## config.mk

```make
export PLATFORM = sky130hd
export DESIGN_NAME = bus_fifo
export DESIGN_NICKNAME = d
export VERILOG_FILES = /design/src/rtl/fifo_pkg.sv /design/src/rtl/fifo_mem.sv /design/src/rtl/bus_fifo.sv
export SDC_FILE = /design/constraint.sdc
export NUM_CORES = 1
export LEC_CHECK = 0
export ABC_CLOCK_PERIOD_IN_PS = 2810
export CAP_MARGIN = 15
export CORE_MARGIN = 2
export CORE_UTILIZATION = 40
export CTS_BUF_LIST = sky130_fd_sc_hd__clkbuf_4 sky130_fd_sc_hd__clkbuf_8
export CTS_CLUSTER_DIAMETER = 30
export DETAILED_ROUTE_END_ITERATION = 16
export GPL_TIMING_DRIVEN = 1
export PLACE_DENSITY = 0.65
export RECOVER_POWER = 25
export SETUP_SLACK_MARGIN = 0.3
export SLEW_MARGIN = 0
export SYNTH_ARGS = -nofsm -noshare
export SYNTH_HDL_FRONTEND = slang
export SYNTH_SLANG_ARGS = --single-unit
```

## constraint.sdc

```tcl
create_clock -name clk -period 2.81 [get_ports clk]
set_input_delay 0.281 -clock clk [delete_from_list [all_inputs] [get_ports clk]]
set_output_delay 0.281 -clock clk [all_outputs]
set_load 0.02 [all_outputs]
```

## src/rtl/fifo_pkg.sv

```systemverilog
// Shared types and helpers for the bus_fifo block.
package fifo_pkg;

    typedef enum logic {
        FIFO_STD  = 1'b0,
        FIFO_FWFT = 1'b1
    } fifo_mode_e;

    function automatic bit is_pow2(input int n);
        return (n > 0) && ((n & (n - 1)) == 0);
    endfunction

endpackage

```

## src/rtl/fifo_mem.sv

```systemverilog
// FIFO storage: one synchronous write port, one asynchronous read port, no reset.
module fifo_mem #(
    parameter int WIDTH = 32,
    parameter int DEPTH = 16,
    localparam int AW   = $clog2(DEPTH)
) (
    input  logic             clk,
    input  logic             we,
    input  logic [AW-1:0]    waddr,
    input  logic [WIDTH-1:0] wdata,
    input  logic [AW-1:0]    raddr,
    output logic [WIDTH-1:0] rdata
);

    logic [WIDTH-1:0] mem [DEPTH];

    always_ff @(posedge clk) begin
        if (we) mem[waddr] <= wdata;
    end

    assign rdata = mem[raddr];

endmodule

```

## src/rtl/bus_fifo.sv

```systemverilog
// Synchronous FIFO with level flags, sticky overflow/underflow and a
// selectable standard (1-cycle latency) or first-word-fall-through read port.
module bus_fifo
    import fifo_pkg::*;
#(
    parameter int         WIDTH     = 32,
    parameter int         DEPTH     = 16,
    parameter int         AF_THRESH = DEPTH - 4,
    parameter int         AE_THRESH = 4,
    parameter fifo_mode_e MODE      = FIFO_STD,
    localparam int        AW        = $clog2(DEPTH),
    localparam int        CW        = AW + 1
) (
    input  logic             clk,
    input  logic             rstn,
    input  logic [WIDTH-1:0] data_in,
    input  logic             enq,
    input  logic             deq,
    input  logic             flush,
    output logic [WIDTH-1:0] data_out,
    output logic             valid,
    output logic             full,
    output logic             empty,
    output logic             almost_full,
    output logic             almost_empty,
    output logic [CW-1:0]    count,
    output logic             overflow,
    output logic             underflow
);

    if (WIDTH < 1) begin : g_bad_width
        $error("bus_fifo: WIDTH must be >= 1");
    end
    if (!is_pow2(DEPTH) || DEPTH < 4) begin : g_bad_depth
        $error("bus_fifo: DEPTH must be a power of two >= 4");
    end
    if (AF_THRESH < 1 || AF_THRESH > DEPTH - 1) begin : g_bad_af
        $error("bus_fifo: AF_THRESH out of range 1..DEPTH-1");
    end
    if (AE_THRESH < 1 || AE_THRESH > DEPTH - 1) begin : g_bad_ae
        $error("bus_fifo: AE_THRESH out of range 1..DEPTH-1");
    end

    localparam logic [CW-1:0] FULL_CNT = CW'(DEPTH);
    localparam logic [CW-1:0] AF_CNT   = CW'(AF_THRESH);
    localparam logic [CW-1:0] AE_CNT   = CW'(AE_THRESH);

    logic [AW-1:0]    wr_ptr, rd_ptr;
    logic [WIDTH-1:0] rd_data;
    logic             wr_ok, rd_ok;

    assign full         = (count == FULL_CNT);
    assign empty        = (count == '0);
    assign almost_full  = (count >= AF_CNT);
    assign almost_empty = (count <= AE_CNT);

    assign wr_ok = enq && !full;
    assign rd_ok = deq && !empty;

    // Pointers are exactly AW bits so they wrap DEPTH-1 -> 0 on their own.
    always_ff @(posedge clk) begin
        if (!rstn || flush) begin
            wr_ptr    <= '0;
            rd_ptr    <= '0;
            count     <= '0;
            overflow  <= 1'b0;
            underflow <= 1'b0;
        end else begin
            if (wr_ok) wr_ptr <= wr_ptr + AW'(1);
            if (rd_ok) rd_ptr <= rd_ptr + AW'(1);
            case ({wr_ok, rd_ok})
                2'b10:   count <= count + CW'(1);
                2'b01:   count <= count - CW'(1);
                default: count <= count;
            endcase
            if (enq && full)  overflow  <= 1'b1;
            if (deq && empty) underflow <= 1'b1;
        end
    end

    fifo_mem #(
        .WIDTH (WIDTH),
        .DEPTH (DEPTH)
    ) u_mem (
        .clk   (clk),
        .we    (wr_ok && rstn && !flush),
        .waddr (wr_ptr),
        .wdata (data_in),
        .raddr (rd_ptr),
        .rdata (rd_data)
    );

    if (MODE == FIFO_FWFT) begin : g_fwft
        // Masking when empty keeps the undefined storage off the bus.
        assign data_out = empty ? '0 : rd_data;
        assign valid    = !empty;
    end else begin : g_std
        logic [WIDTH-1:0] dout_q;
        logic             vld_q;

        always_ff @(posedge clk) begin
            if (!rstn) begin
                dout_q <= '0;
                vld_q  <= 1'b0;
            end else if (flush) begin
                vld_q  <= 1'b0;
            end else begin
                vld_q <= rd_ok;
                if (rd_ok) dout_q <= rd_data;
            end
        end

        assign data_out = dout_q;
        assign valid    = vld_q;
    end

endmodule
```

## Word level (Yosys, flattened, before mapping)

Memory sizes are Yosys's and may differ from the RTL's. A register that Yosys moved wholly into a read port is not among the register bits.
Index checks and enable logic that the tools add are counted.

| word-level totals | value |
|---|---|
| register bits | 16 |
| bits in latches | 0 |
| memory bits (writable) | 512 |
| memory bits (read-only) | 0 |
| input bits | 37 |
| output and inout port bits | 44 |
| logic and storage cells | 37 |
| memories kept | 1 |

Memories:

| name | words | bits a word | read ports | clocked after memory_dff | wr ports | line | RTL |
|---|---|---|---|---|---|---|---|
| u_mem.mem | 16 | 32 | 1 | 1 | 1 | fifo_mem.sv:15 | `logic [WIDTH-1:0] mem [DEPTH];` |

| operators by class | value |
|---|---|
| add/subtract/negate cells | 4 |
| $mul | 0 |
| div/mod/pow operators | 0 |
| order comparisons | 2 |
| equal/unequal tests | 3 |
| shift-type cells | 0 |
| muxes and demuxes | 3 |
| bitwise logic cells | 2 |
| reductions and logical operators | 16 |

Operator list:

| kind | count |
|---|---|
| 5-bit one-hot mux with 2 select lines | 1 |
| 4-bit by 1-bit adder with 4-bit output, second input constant | 2 |
| 1-bit logical AND | 6 |
| 5-bit by 1-bit adder with 5-bit output, second input constant | 1 |
| 5-bit equality test, second input constant | 1 |
| 5-bit by 4-bit greater-or-equal comparator with 1-bit output, second input constant | 1 |
| 5-bit by 3-bit <= comparator with 1-bit output, second input constant | 1 |
| 1-bit logical NOT | 5 |
| 5-bit logical NOT | 1 |
| 5-bit by 1-bit subtractor with 5-bit output, second input constant | 1 |
| 2-bit by 1-bit equality test with 1-bit output, second input constant | 1 |
| 2-bit equality test, second input constant | 1 |
| 1-bit 2-to-1 mux | 2 |
| 1-bit NOT | 2 |
| 2-bit AND reduction | 1 |
| 2-bit nonzero test | 1 |
| 2-bit OR reduction | 1 |
| 1-bit logical OR | 1 |

## Depth between registers and ports, before layout

Gate-level depths: netlist of run 1.

| depth | value |
|---|---|
| depth after elaboration | 7 |
| mapped depth | 13 |
| depth with buffers taken out | 10 |

## Cells and area by module

From an unflattened synthesis of run 1, not the netlist that was laid out.

| unflattened totals | value |
|---|---|
| cell total of the unflattened synthesis | 1048 |
| area total of the unflattened synthesis | 21251.6 µm² |

Modules (own cells, without submodules):

| module | times used | cells each | area each (µm²) |
|---|---|---|---|
| fifo_mem | 1 | 806 | 19213.4 |
| bus_fifo | 1 | 242 | 2038.2 |

## Least setup slack after synthesis of run 1

No wires, ideal clock.

| path | value |
|---|---|
| path kind | register -> register |
| start point | register count[3] |
| end point | memory u_mem.mem[12][0], enable pin |
| arrival | 2.719 ns |
| data required time | 2.389 ns |
| path slack | -0.330 ns |
| stages on the path, launching flop included | 6 |
| buffers on the path | 1 |
| period minus slack after synthesis | 3.140 ns |
| cells stage by stage | dfxtp_1 > clkbuf_1 > nor4_1 > a21boi_1 > nand2_1 > nor2_1 |

| between the ends | value |
|---|---|
| cells in the longest elaborated chain, start to end | 7 |

Ends and longest elaborated chain:

| item | line | RTL |
|---|---|---|
| start, declared | bus_fifo.sv:26 | `output logic [CW-1:0] count,` |
| start signal, assigned | bus_fifo.sv:72 | `2'b10: count <= count + CW'(1);` |
| start signal, assigned | bus_fifo.sv:73 | `2'b01: count <= count - CW'(1);` |
| start signal, assigned | bus_fifo.sv:74 | `default: count <= count;` |
| 5-bit equality test | bus_fifo.sv:52 | `assign full = (count == FULL_CNT);` |
| 1-bit logical NOT | bus_fifo.sv:57 | `assign wr_ok = enq && !full;` |
| 1-bit logical AND | bus_fifo.sv:57 |  |
| 1-bit logical AND (2 in series) | bus_fifo.sv:86 | `.we (wr_ok && rstn && !flush),` |
| 1-bit 2-to-1 mux | fifo_mem.sv:18 | `if (we) mem[waddr] <= wdata;` |
| 1-bit 2-to-1 mux (implied by the code) | fifo_mem.sv:18 |  |
| end, declared | fifo_mem.sv:15 |  |

No other way between the ends.

## Worst setup path in the final report of run 1

| path | value |
|---|---|
| start point | register count[1] |
| end point | register count[2] |

| between the ends | value |
|---|---|
| cells in the longest elaborated chain, start to end | 5 |
| elaborated cells between the ends (all ways) | 12 |
| classes of those cells | add/sub (2); eq/ne (3); mux (1); reduce/logical (6) |

Ends and longest elaborated chain:

| item | line | RTL |
|---|---|---|
| 5-bit logical NOT (*) | bus_fifo.sv:53 | `assign empty = (count == '0);` |
| 1-bit logical NOT (*) | bus_fifo.sv:58 | `assign rd_ok = deq && !empty;` |
| 1-bit logical AND (*) | bus_fifo.sv:58 |  |
| named net rd_ok | bus_fifo.sv:50 | `logic wr_ok, rd_ok;` |
| 2-bit by 1-bit equality test with 1-bit output / 2-bit equality test (equally long branches) | bus_fifo.sv:71 | `case ({wr_ok, rd_ok})` |
| 5-bit one-hot mux with 2 select lines / 2-bit nonzero test (equally long branches) | n/a |  |

Mark *: on every way through the listed nets, which the timed path passes. The rest lies on a longest branch.
A chain may end at the register's enable or synchronous reset.

==> results.txt, run 1 <==
----------------------------------------------------
[Status]
  Result of the run ... finished clean

[Synth]
  Sequential cell area fraction in the yosys report ... 76.4%
  Yosys warnings ... 0
  Prevailing post-synth register cell ... edfxtp_1
  FF+latch count, synth ... 560
  Ys async rst share ... 0%
  Synthesized area per cell ... 20.9 um2
  Cell type with the highest aggregate area in the netlist ... edfxtp_1
  Area share of the largest cell type after synthesis ... 71.9%
  Number of distinct standard cells referenced by the synthesized netlist ... 40
  Nets in the synthesized netlist ... 1067
  Post-Syn Instances ... 1022
  Number of enable flip-flop cells after synthesis ... 512
  Dominant cells by area after synthesis ... edfxtp_1, mux4_2, dfxtp_1
  Post-synthesis instance area ... 21400 um2

[Routing]
  Initial DRC count ... 873
  Antenna viol nets, final ... 0
  Average vias per placed instance ... 5.27
  Detailed-route via count ... 10400
  Mean routed wirelength per cell ... 22.9 um
  DR pass1 iterations ... 4
  Number of remaining DRC errors ... 0
  Aggregate routed wire length ... 45400 um

[Floorplan]
  Die Y-Extent ... 235 um
  Placeable core region ... 52800 um2
  Effective utilization at floorplan ... 40.5%
  Die outline width ... 235 um
  Number of placement rows ... 84
  Num ports ... 81
  Full die area ... 55400 um2

[Critical path]
  Critical Path Sink Type ... register
  Reg-to-reg critical path startpoint ... count[1]
  R2R setup slack ... 330 ps
  Data arrival time of the critical path ... 3080 ps
  Largest driver fanout on the critical path ... 5
  Cell depth of the worst flop-to-flop path ... 10
  Nature of the critical path startpoint ... register
  Worst Path Required ... 3410 ps
  Reg2reg end ... count[2]
  CP Class ... register to register

[Finish]
  Number of inserted filler cells in the final layout ... 4280
  Growth of design area from synthesis to finish ... 21.4%
  Share of cells above drive strength 1 ... 30.8%
  Number of nets in the layout ... 1249
  Antenna Diode Count ... 0
  Register cell area after layout ... 16300 um2
  Footprint of the multi-input gates ... 4940 um2

[Power]
  Largest vdd supply drop ... 0.000327 V
  Leakage power of the design ... 8.85 nW
  Cell area power density ... 692 nW/um2

[STA]
  Fmax ... 402 MHz
  Count of final hold-check violations ... 0
  Worst Setup Slack, final ... 325 ps
  RSZ-0062 raised after global routing ... true
  Setup Skew ... 22.9 ps
  Relative slew margins ... 60.6%
  Final-report max-slew violation count ... 0
  Slew at the pin with the worst max-slew slack ... 589 ps
  Fin crit period ... 2480 ps
  Final period util ... 88.4%
  Setup total negative slack ... 0 ps
  Endpoints failing setup ... 0

[Flow run]
  Total of max-cap violations ... 0

[Worst hold path]
  Launch point of the worst hold path ... rstn
  Worst min path class ... input port to register
  Hold Path Cell Cnt ... 3
  Worst hold endpoint ... data_out[11]

[Clock network]
  Hold-fix buffer count after cts ... 0
  Number of clock buffers inserted by TritonCTS ... 104
  CTS tree ... yes
  Latest clock arrival within the worst-skew pair ... 670 ps
  Clock slew at the register clock pins of the worst setup and hold paths ... 50 ps
  Number of buffers between clock root and the deepest sink ... 3
  Number of sinks on the clock net ... 560
  Htree depth ... 3
  Clock root buffer ... clkbuf_8

[Global routing]
  Antenna violations before repair ... 4
  Via count of the first global-routing pass ... 11200
  Largest net degree at the start of global routing ... 74
  GRT Util Overall ... 16.6%
  Global route overflow ... 0
  First-pass GRT wire length ... 68800 um

[Placement]
  Number of I/O port buffers ... 80
  Dpl hpwl ... 24000 um
  Minimum setup slack after placement ... 197 ps
  Global placement routability congestion ... 0.729

----------------------------------------------------
==> cell usage after synthesis, types with 6 or more instances <==
library cell / n
a211o_1: 31
a21oi_1: 6
buf_2: 22
clkbuf_1: 26
dfxtp_1: 48
edfxtp_1: 512
ha_1: 8
inv_1: 8
mux2i_1: 71
mux4_2: 126
nand2_1: 9
nor2_1: 96
xor2_1: 6
==> stage by stage <==
stage          total power [mW]  util, %  hold slack [ps]  cell area, um2  cells
2_1_floorplan              9.56        -              380           21500   1022
3_3_place_gp               9.82     44.7              448           23600   1782
3_5_place_dp               9.83     44.7              455           23600   1782
4_1_cts                    18.2     49.1              248           25900   1976
5_1_grt                    18.6     49.2              263           26000   1979
6_report                   18.0     49.2              305           26000   1979
==> state kept, by name, indices dropped and copies added (netlist names) <==
name       count
u_mem.mem    512
data_out      32
count          5
rd_ptr         4
wr_ptr         4
overflow       1
underflow      1
valid          1
==> area by class of cell <==
class	count	share of cell area, %
clock inverter	46	1.73
inverter	8	0.125
timing repair buffer	132	5.74
tap	688	3.32
clock buffer	147	7.12
sequential	560	63.0
multi-input combinational	398	19.0
==> per-layer routing <==
layer  vias up  track usage, %  wire [um]
li1       4584               -          -
met1      5511            21.8      19700
met2       256            27.7      22900
met3        75            3.98       2050
met4         6            4.90        776
met5         -               0         36
==> worst max-delay path by stage <==
stage | from | end | slack [ps] | cells after the start
after global placement | count[0] | count[2] | 240 | 10
final | count[1] | count[2] | 330 | 10
after CTS | count[0] | count[2] | 330 | 10
after floorplan | count[3] | u_mem.mem[11][0] | -170 | 5
after detailed placement | count[0] | count[2] | 200 | 10
after global routing | count[1] | count[2] | 250 | 10
==> logic make-up after synthesis <==
logic type               after synthesis  share of synthesized area (%)
multiplexers                         197                           16.6
AO/OA/AOI/OAI                         59                           2.31
AND/OR/NAND/NOR                      124                           2.44
flip-flops                           560                           76.4
XOR/XNOR                              10                          0.409
buffers and inverters                 64                           1.43
adder cells (fa/ha/maj)                8                          0.468
==> critical path: stages, from the launching register on <==
cell and delay (ps):
dfxtp_4 350, or4_4 580, o21ai_4 180, inv_2 70, ha_4 160, xor2_1 140, ha_2 180, a21oi_4 170
xnor2_2 100, or3_1 370, a21oi_2 120
==> power by group <==
group          internal [mW]  leakage (nW)  switching [mW]  total (mW)
Sequential              9.13          5.00          0.0258        9.15
Clock                   4.99          1.19            3.32        8.31
Combinational          0.218          2.66           0.286       0.504
Total                   14.3          8.85            3.64        18.0
==> cell usage in the layout (no fill, tap or decap), drive strengths merged, types with 6 or more instances in the layout <==
| cell | count |
|---|---|
| edfxtp | 512 |
| clkbuf | 147 |
| mux4 | 126 |
| nor2 | 96 |
| mux2i | 71 |
| clkdlybuf4s50 | 59 |
| buf | 52 |
| dfxtp | 48 |
| a211o | 31 |
| clkinv | 29 |
| dlygate4sd3 | 19 |
| nand2 | 9 |
| clkinvlp | 9 |
| bufinv | 8 |
| inv | 8 |
| ha | 8 |
| xor2 | 6 |
| a21oi | 6 |
==> timing repair <==
action	CTS	global route
cloned	0	0
pin swaps	1	5
buffers inserted	1	3
endpoints found under the setup margin	5	2
gates resized for setup	6	11
(Power assumes the default switching activity.)
==> run 2: changes to the inputs <==
==> constraint.sdc (replaced) <==
create_clock -name clk -period 2.81 [get_ports clk]
set_input_delay 0.843 -clock clk [delete_from_list [all_inputs] [get_ports clk]]
set_output_delay 0.843 -clock clk [all_outputs]
set_load 0.02 [all_outputs]
==> run 2 against run 1 <==
Against the previous run: critical path depth shrank 7; first-iteration DRC count grew 6.0%; global-route usage grew 0.16 points; clock skew increased by 9.1 ps; hold slack gained 160 ps; critical endpoint is now empty; largest cell class unchanged.
==> results.txt, run 2 (synthesized netlist as in run 1, its figures left out) <==
----------------------------------------------------
[Routing]
  Mean routed wirelength per cell ... 22.6 um (-1.3%)
  Average vias per placed instance ... 5.22 (-1.0%)
  Detailed-route via count ... 10600 (+1.3%)
  Aggregate routed wire length ... 45900 um (+1.0%)
  Initial DRC count ... 925 (+6.0%)
  Antenna viol nets, final ... 0 (unchanged)
  Number of remaining DRC errors ... 0 (unchanged)
  DR pass1 iterations ... 4 (unchanged)

[Floorplan]
  Die Y-Extent ... 235 um (unchanged)
  Effective utilization at floorplan ... 40.5% (unchanged)
  Full die area ... 55400 um2 (unchanged)
  Placeable core region ... 52800 um2 (unchanged)
  Die outline width ... 235 um (unchanged)
  Num ports ... 81 (unchanged)
  Number of placement rows ... 84 (unchanged)

[Critical path]
  Cell-by-cell listing of the critical path ... or4_4 -> nor2_4 -> buf_6
  Critical path's largest stage delay ... 580 ps (about the same)
  Nature of the critical path startpoint ... register
  Data arrival time of the critical path ... 1890 ps (-1190 ps)
  Largest driver fanout on the critical path ... 4 (-1)
  Critical Path Sink Type ... primary output
  Worst Path Required ... 1970 ps (-1440 ps)
  CP Class ... register to primary output
  Cell with the biggest individual delay on the critical path ... or4_4

[STA]
  Slew at the pin with the worst max-slew slack ... 592 ps (+3.72 ps)
  RSZ-0062 raised after global routing ... true
  Final-report max-slew violation count ... 0 (unchanged)
  Count of final hold-check violations ... 0 (unchanged)
  Relative slew margins ... 60.4% (-0.25 points)
  Endpoints failing setup ... 0 (unchanged)
  Fin crit period ... 2730 ps (+244 ps)
  Setup Skew ... 31.9 ps (+9.05 ps)
  Setup total negative slack ... 0 ps (unchanged)
  Final period util ... 97.1% (+8.7 points)
  Fmax ... 366 MHz (-9.0%)

[Finish]
  Commonest non-fill, non-tap cell in the layout ... edfxtp_1
  Register cell area after layout ... 16400 um2 (about the same)
  Register bank with the most flops ... u_mem.mem
  Footprint of the multi-input gates ... 4950 um2 (+0.30%)
  Core Util, Final ... 50.4% (+1.2 points)
  Growth of design area from synthesis to finish ... 24.3%
  Number of inserted filler cells in the final layout ... 4221 (-1.4%)
  Max FFs per register ... 512 (unchanged)
  Top library cells by usage in the layout, fill and taps aside ... edfxtp_1, mux4_2, clkbuf_8
  Number of nets in the layout ... 1290 (+3.3%)
  Share of cells above drive strength 1 ... 33.9% (+3.1 points)

[Worst hold path]
  Worst min path class ... register to register

[Global routing]
  First-pass GRT wire length ... 69800 um (+1.4%)
  GRT Util Overall ... 16.8% (+0.16 points)
  Largest net degree at the start of global routing ... 61 (-18%)
  Global route overflow ... 0 (unchanged)
  Antenna violations before repair ... 3 (-1)
  Via count of the first global-routing pass ... 11300 (+1.4%)

[Clock network]
  Clock root buffer ... clkbuf_8
  Clock slew at the register clock pins of the worst setup and hold paths ... 60 ps (about the same)
  Htree depth ... 3 (unchanged)
  Number of sinks on the clock net ... 560 (unchanged)
  Hold-fix buffer count after cts ... 0 (unchanged)
  Latest clock arrival within the worst-skew pair ... 710 ps (+40 ps)
  Number of buffers between clock root and the deepest sink ... 3 (unchanged)
  CTS tree ... yes
  Number of clock buffers inserted by TritonCTS ... 104 (unchanged)

[Power]
  Largest vdd supply drop ... 0.000396 V (+21%)
  Leakage power of the design ... 9.35 nW (+5.7%)
  Cell area power density ... 694 nW/um2 (+0.24%)

[Flow run]
  Total of max-cap violations ... 0 (unchanged)

[Placement]
  Number of I/O port buffers ... 80 (unchanged)
  Dpl hpwl ... 26800 um (+12%)
  Global placement routability congestion ... 0.719 (-1.5%)

[Status]
  Result of the run ... finished clean

----------------------------------------------------
==> run 2: cell count changes in the layout (fill, tap and decap cells not counted), moves of 4 or more <==
cell,previous run,this run
buf_4,28,51
dlygate4sd2_1,1,40
buf_12,24,41
clkdlybuf4s50_1,59,17
clkinvlp_4,9,14
clkinv_1,10,6
==> run 2: through the flow <==
| stage | hold WS, ps | area [um2] | setup slack (ps) | power, mW | std cells |
|---|---|---|---|---|---|
| 6_report | 462 | 26600 | 81.1 | 18.4 | 2026 |
| 5_1_grt | 486 | 26600 | 4.29 | 19.1 | 2026 |
| 4_1_cts | 462 | 26500 | 17.5 | 18.7 | 2019 |
| 3_5_place_dp | 452 | 24100 | -95.0 | 9.86 | 1814 |
| 3_3_place_gp | 450 | 24100 | -98.7 | 9.84 | 1814 |
| 2_1_floorplan | 529 | 21500 | 10.9 | 9.56 | 1022 |
==> run 2: per-layer routing <==
metal | global-route usage [%] | wire length (um) | vias to the layer above
li1 | - | - | 4663
met1 | 22.1 | 19700 | 5551
met2 | 28.1 | 23000 | 289
met3 | 3.71 | 2350 | 65
met4 | 5.15 | 725 | 2
met5 | 0 | 13 | -
==> run 2: path summary, 6_finish.rpt <==
check | start | end | slack, ps | cells past startpoint
worst max-delay path | count[0] | empty | 80 | 3
worst min-delay path | data_out[5] | data_out[5] | 460 | 1
worst max register to register | count[0] | count[2] | 260 | 11
worst min register to register | data_out[5] | data_out[5] | 460 | 1
==> run 2: final cells by class <==
class | count | area share, %
diodes | 1 | 0.00941
inverters | 8 | 0.132
multi-input cells | 398 | 18.6
clock buffers | 142 | 6.74
flip-flops and latches | 560 | 61.5
repair buffers | 173 | 7.39
clock inverters | 56 | 2.37
well taps | 688 | 3.24
==> run 2: critical path: cells and delay by family (launching register included) <==
kind	cells	cell delay, ps
buffers and inverters	1	120
and+or+nand+nor	2	720
DFF	1	350
==> run 2: timing repair <==
action                                  4_1_cts  5_1_grt
buffers inserted                              7        6
resized for setup                            69        5
endpoints found under the setup margin       44        7
pin swaps                                     3        4
==> run 2: power breakdown <==
group          switching, mW  internal (mW)  total (mW)  leakage, nW
logic                  0.302          0.239       0.542         3.12
clock network           3.52           5.24        8.76         1.23
registers             0.0230           9.12        9.15         5.00
total                   3.85           14.6        18.4         9.35
==> run 3: changes to the inputs <==
--- a/config.mk
+++ b/config.mk
@@ -5,15 +5,15 @@
 export SDC_FILE = /design/constraint.sdc
 export NUM_CORES = 1
 export LEC_CHECK = 0
-export ABC_CLOCK_PERIOD_IN_PS = 2810
+export ABC_CLOCK_PERIOD_IN_PS = 3500
 export CAP_MARGIN = 15
 export CORE_MARGIN = 2
-export CORE_UTILIZATION = 40
+export CORE_UTILIZATION = 56
 export CTS_BUF_LIST = sky130_fd_sc_hd__clkbuf_4 sky130_fd_sc_hd__clkbuf_8
 export CTS_CLUSTER_DIAMETER = 30
 export DETAILED_ROUTE_END_ITERATION = 16
 export GPL_TIMING_DRIVEN = 1
-export PLACE_DENSITY = 0.65
+export PLACE_DENSITY = 0.81
 export RECOVER_POWER = 25
 export SETUP_SLACK_MARGIN = 0.3
 export SLEW_MARGIN = 0
==> constraint.sdc (replaced) <==
create_clock -name clk -period 3.5 [get_ports clk]
set_input_delay 1.05 -clock clk [delete_from_list [all_inputs] [get_ports clk]]
set_output_delay 1.05 -clock clk [all_outputs]
set_load 0.02 [all_outputs]
==> run 3 against run 2 <==
Against the previous run: non-clock buffer count decreased by 42; critical path type unchanged; critical endpoint unchanged; clock-buffer cell count is 12 lower; largest power group unchanged; die area decreased by 28%; largest cell class unchanged; cell count shrank 12%; critical path depth stayed put; setup slack gained 360 ps.
==> results.txt, run 3 (synthesized netlist as in run 1, its figures left out) <==
----------------------------------------------------
[Finish]
  Finished Layout Cells ... 1792 (-12%)
  Number of nets in the layout ... 1242 (-3.7%)
  Top library cells by usage in the layout, fill and taps aside ... edfxtp_1, mux4_2, clkbuf_8
  Commonest non-fill, non-tap cell in the layout ... edfxtp_1
  Growth of design area from synthesis to finish ... 20.1%
  Antenna Diode Count ... 0 (-1)
  Max FFs per register ... 512 (unchanged)
  Core Util, Final ... 68.2% (+18 points)
  Share of cells above drive strength 1 ... 29.9% (-4.0 points)
  Register bank with the most flops ... u_mem.mem

[Critical path]
  CP Class ... register to primary output
  Critical Path Sink Type ... primary output
  Data arrival time of the critical path ... 2010 ps (+120 ps)
  Largest driver fanout on the critical path ... 8 (+4)
  Worst Path Required ... 2450 ps (+480 ps)
  Cell with the biggest individual delay on the critical path ... or4_4
  Nature of the critical path startpoint ... register
  Cell-by-cell listing of the critical path ... or4_4 -> nor2_1 -> clkdlybuf4s15_2
  Critical path's largest stage delay ... 570 ps (about the same)

[Clock network]
  Number of buffers between clock root and the deepest sink ... 3 (unchanged)
  Hold-fix buffer count after cts ... 0 (unchanged)
  Latest clock arrival within the worst-skew pair ... 670 ps (-40 ps)
  Number of sinks on the clock net ... 560 (unchanged)
  Number of clock buffers inserted by TritonCTS ... 98 (-5.8%)
  CTS tree ... yes
  Htree depth ... 3 (unchanged)
  Clock slew at the register clock pins of the worst setup and hold paths ... 60 ps (about the same)
  Clock root buffer ... clkbuf_8

[STA]
  Endpoints failing setup ... 0 (unchanged)
  Count of final hold-check violations ... 0 (unchanged)
  Worst Setup Slack, final ... 440 ps (+359 ps)
  Final-report max-slew violation count ... 0 (unchanged)
  RSZ-0062 raised after global routing ... false
  Setup Skew ... 36.5 ps (+4.59 ps)
  Slew at the pin with the worst max-slew slack ... 1170 ps (+582 ps)
  Fmax ... 327 MHz
  Final period util ... 87.4%
  Relative slew margins ... 21.5% (-39 points)
  Fin crit period ... 3060 ps

[Routing]
  Antenna viol nets, final ... 0 (unchanged)
  Number of remaining DRC errors ... 0 (unchanged)
  Initial DRC count ... 1001 (+8.2%)
  Mean routed wirelength per cell ... 26.0 um (+15%)
  Detailed-route via count ... 10900 (+2.8%)
  Average vias per placed instance ... 6.06 (+16%)
  DR pass1 iterations ... 5 (+1)
  Aggregate routed wire length ... 46600 um (+1.6%)

[Global routing]
  GRT Util Overall ... 24.6% (+7.8 points)
  Antenna violations before repair ... 3 (unchanged)
  Largest net degree at the start of global routing ... 54 (-11%)
  Via count of the first global-routing pass ... 11200 (-0.63%)
  First-pass GRT wire length ... 69900 um (+0.18%)
  Global route overflow ... 0 (unchanged)

[Power]
  Relative contribution of the clock network to total power ... 47.9% (+0.4 points)
  Internal power component ... 11.9 mW (-19%)
  Leakage power of the design ... 8.85 nW (-5.4%)
  Net switching share of the total power ... 20.0% (-0.89 points)
  Cell area power density ... 578 nW/um2 (-17%)
  Gate power share ... 2.6% (-0.3 points)
  Fraction of power consumed by sequential logic ... 49.5% (about the same)
  Switching power of the nets ... 2.97 mW (-23%)
  Largest vdd supply drop ... 0.000374 V (-5.7%)

[Placement]
  Global placement routability congestion ... 0.773 (+7.6%)
  Number of I/O port buffers ... 80 (unchanged)
  Placed Cells ... 1607 (-11%)
  Minimum setup slack after placement ... 102 ps (+197 ps)
  Dpl hpwl ... 24600 um (-8.3%)

[Floorplan]
  Full die area ... 39800 um2 (-28%)
  Effective utilization at floorplan ... 56.8% (+16 points)
  Num ports ... 81 (unchanged)
  Die Y-Extent ... 199 um (-15%)
  Placeable core region ... 37700 um2 (-29%)
  Die outline width ... 199 um (-15%)
  Number of placement rows ... 71 (-15%)

[Status]
  Result of the run ... finished clean

[Worst hold path]
  Worst min path class ... register to register

[Flow run]
  Total of max-cap violations ... 0 (unchanged)

----------------------------------------------------
run 3: changes by cell type in the layout (fill, tap and decap cells not counted), moves of 3 or more:
cell             previous run  this run
buf_12                     41        18
buf_4                      51        33
buf_6                       3         0
bufinv_16                  11        18
clkbuf_8                  116       104
clkdlybuf4s50_1            17        57
clkinvlp_4                 14         8
dfxtp_2                     0         3
dlygate4sd2_1              40         0
run 3: per-layer routing:
| metal | track usage (%) | part of all wire, % | vias up |
|---|---|---|---|
| li1 | - | - | 4559 |
| met1 | 33.9 | 40 | 5691 |
| met2 | 39.7 | 50 | 523 |
| met3 | 5.27 | 7.3 | 84 |
| met4 | 8.61 | 2.3 | 4 |
| met5 | 0 | 0.030 | - |
run 3: final timing paths:
path | cells past startpoint | to | slack (ps) | from
worst min register to register | 1 | data_out[14] | 460 | data_out[14]
worst max register to register | 10 | count[2] | 750 | count[0]
worst max-delay path | 3 | empty | 440 | count[0]
worst min-delay path | 1 | data_out[14] | 460 | data_out[14]
run 3: stage by stage:
| stage | hold WS [ps] | power, mW | setup TNS, ps | instance area, um2 |
|---|---|---|---|---|
| detailed placement | 451 | 7.88 | 0 | 23300 |
| CTS | 463 | 15.0 | 0 | 25700 |
| global route | 492 | 15.3 | 0 | 25700 |
| floorplan | 529 | 7.67 | -42.3 | 21400 |
| global placement | 445 | 7.86 | 0 | 23300 |
| finish | 461 | 14.9 | 0 | 25700 |
run 3: area by class of cell:
class | count | area [um2]
clock buffers | 130 | 1630
multi-input cells | 398 | 4880
fillers | 2327 | 12000
repair buffers | 131 | 1410
clock inverters | 54 | 761
inverters | 8 | 31.3
well taps | 511 | 639
flip-flops and latches | 560 | 16400
run 3: critical path, delay by kind of cell, from the launching register on:
family / cells / cell delay, ps
AND/OR/NAND/NOR: 2 / 710
flip-flops: 1 / 360
buffers and inverters: 1 / 280
run 3: power groups by stage:
stage                     combinational, mW  clock [mW]  sequential (mW)
after floorplan                       0.179           0             7.49
after global placement                0.379           0             7.48
after detailed placement              0.392           0             7.49
after CTS                             0.398        7.21             7.35
after global routing                  0.423        7.51             7.35
final                                 0.391        7.12             7.35
run 3: timing repair:
action	in CTS	in global routing
cloned	0	0
buffers inserted	1	0
pin swaps	1	0
endpoints found under the setup margin	3	4
resized for setup	5	7
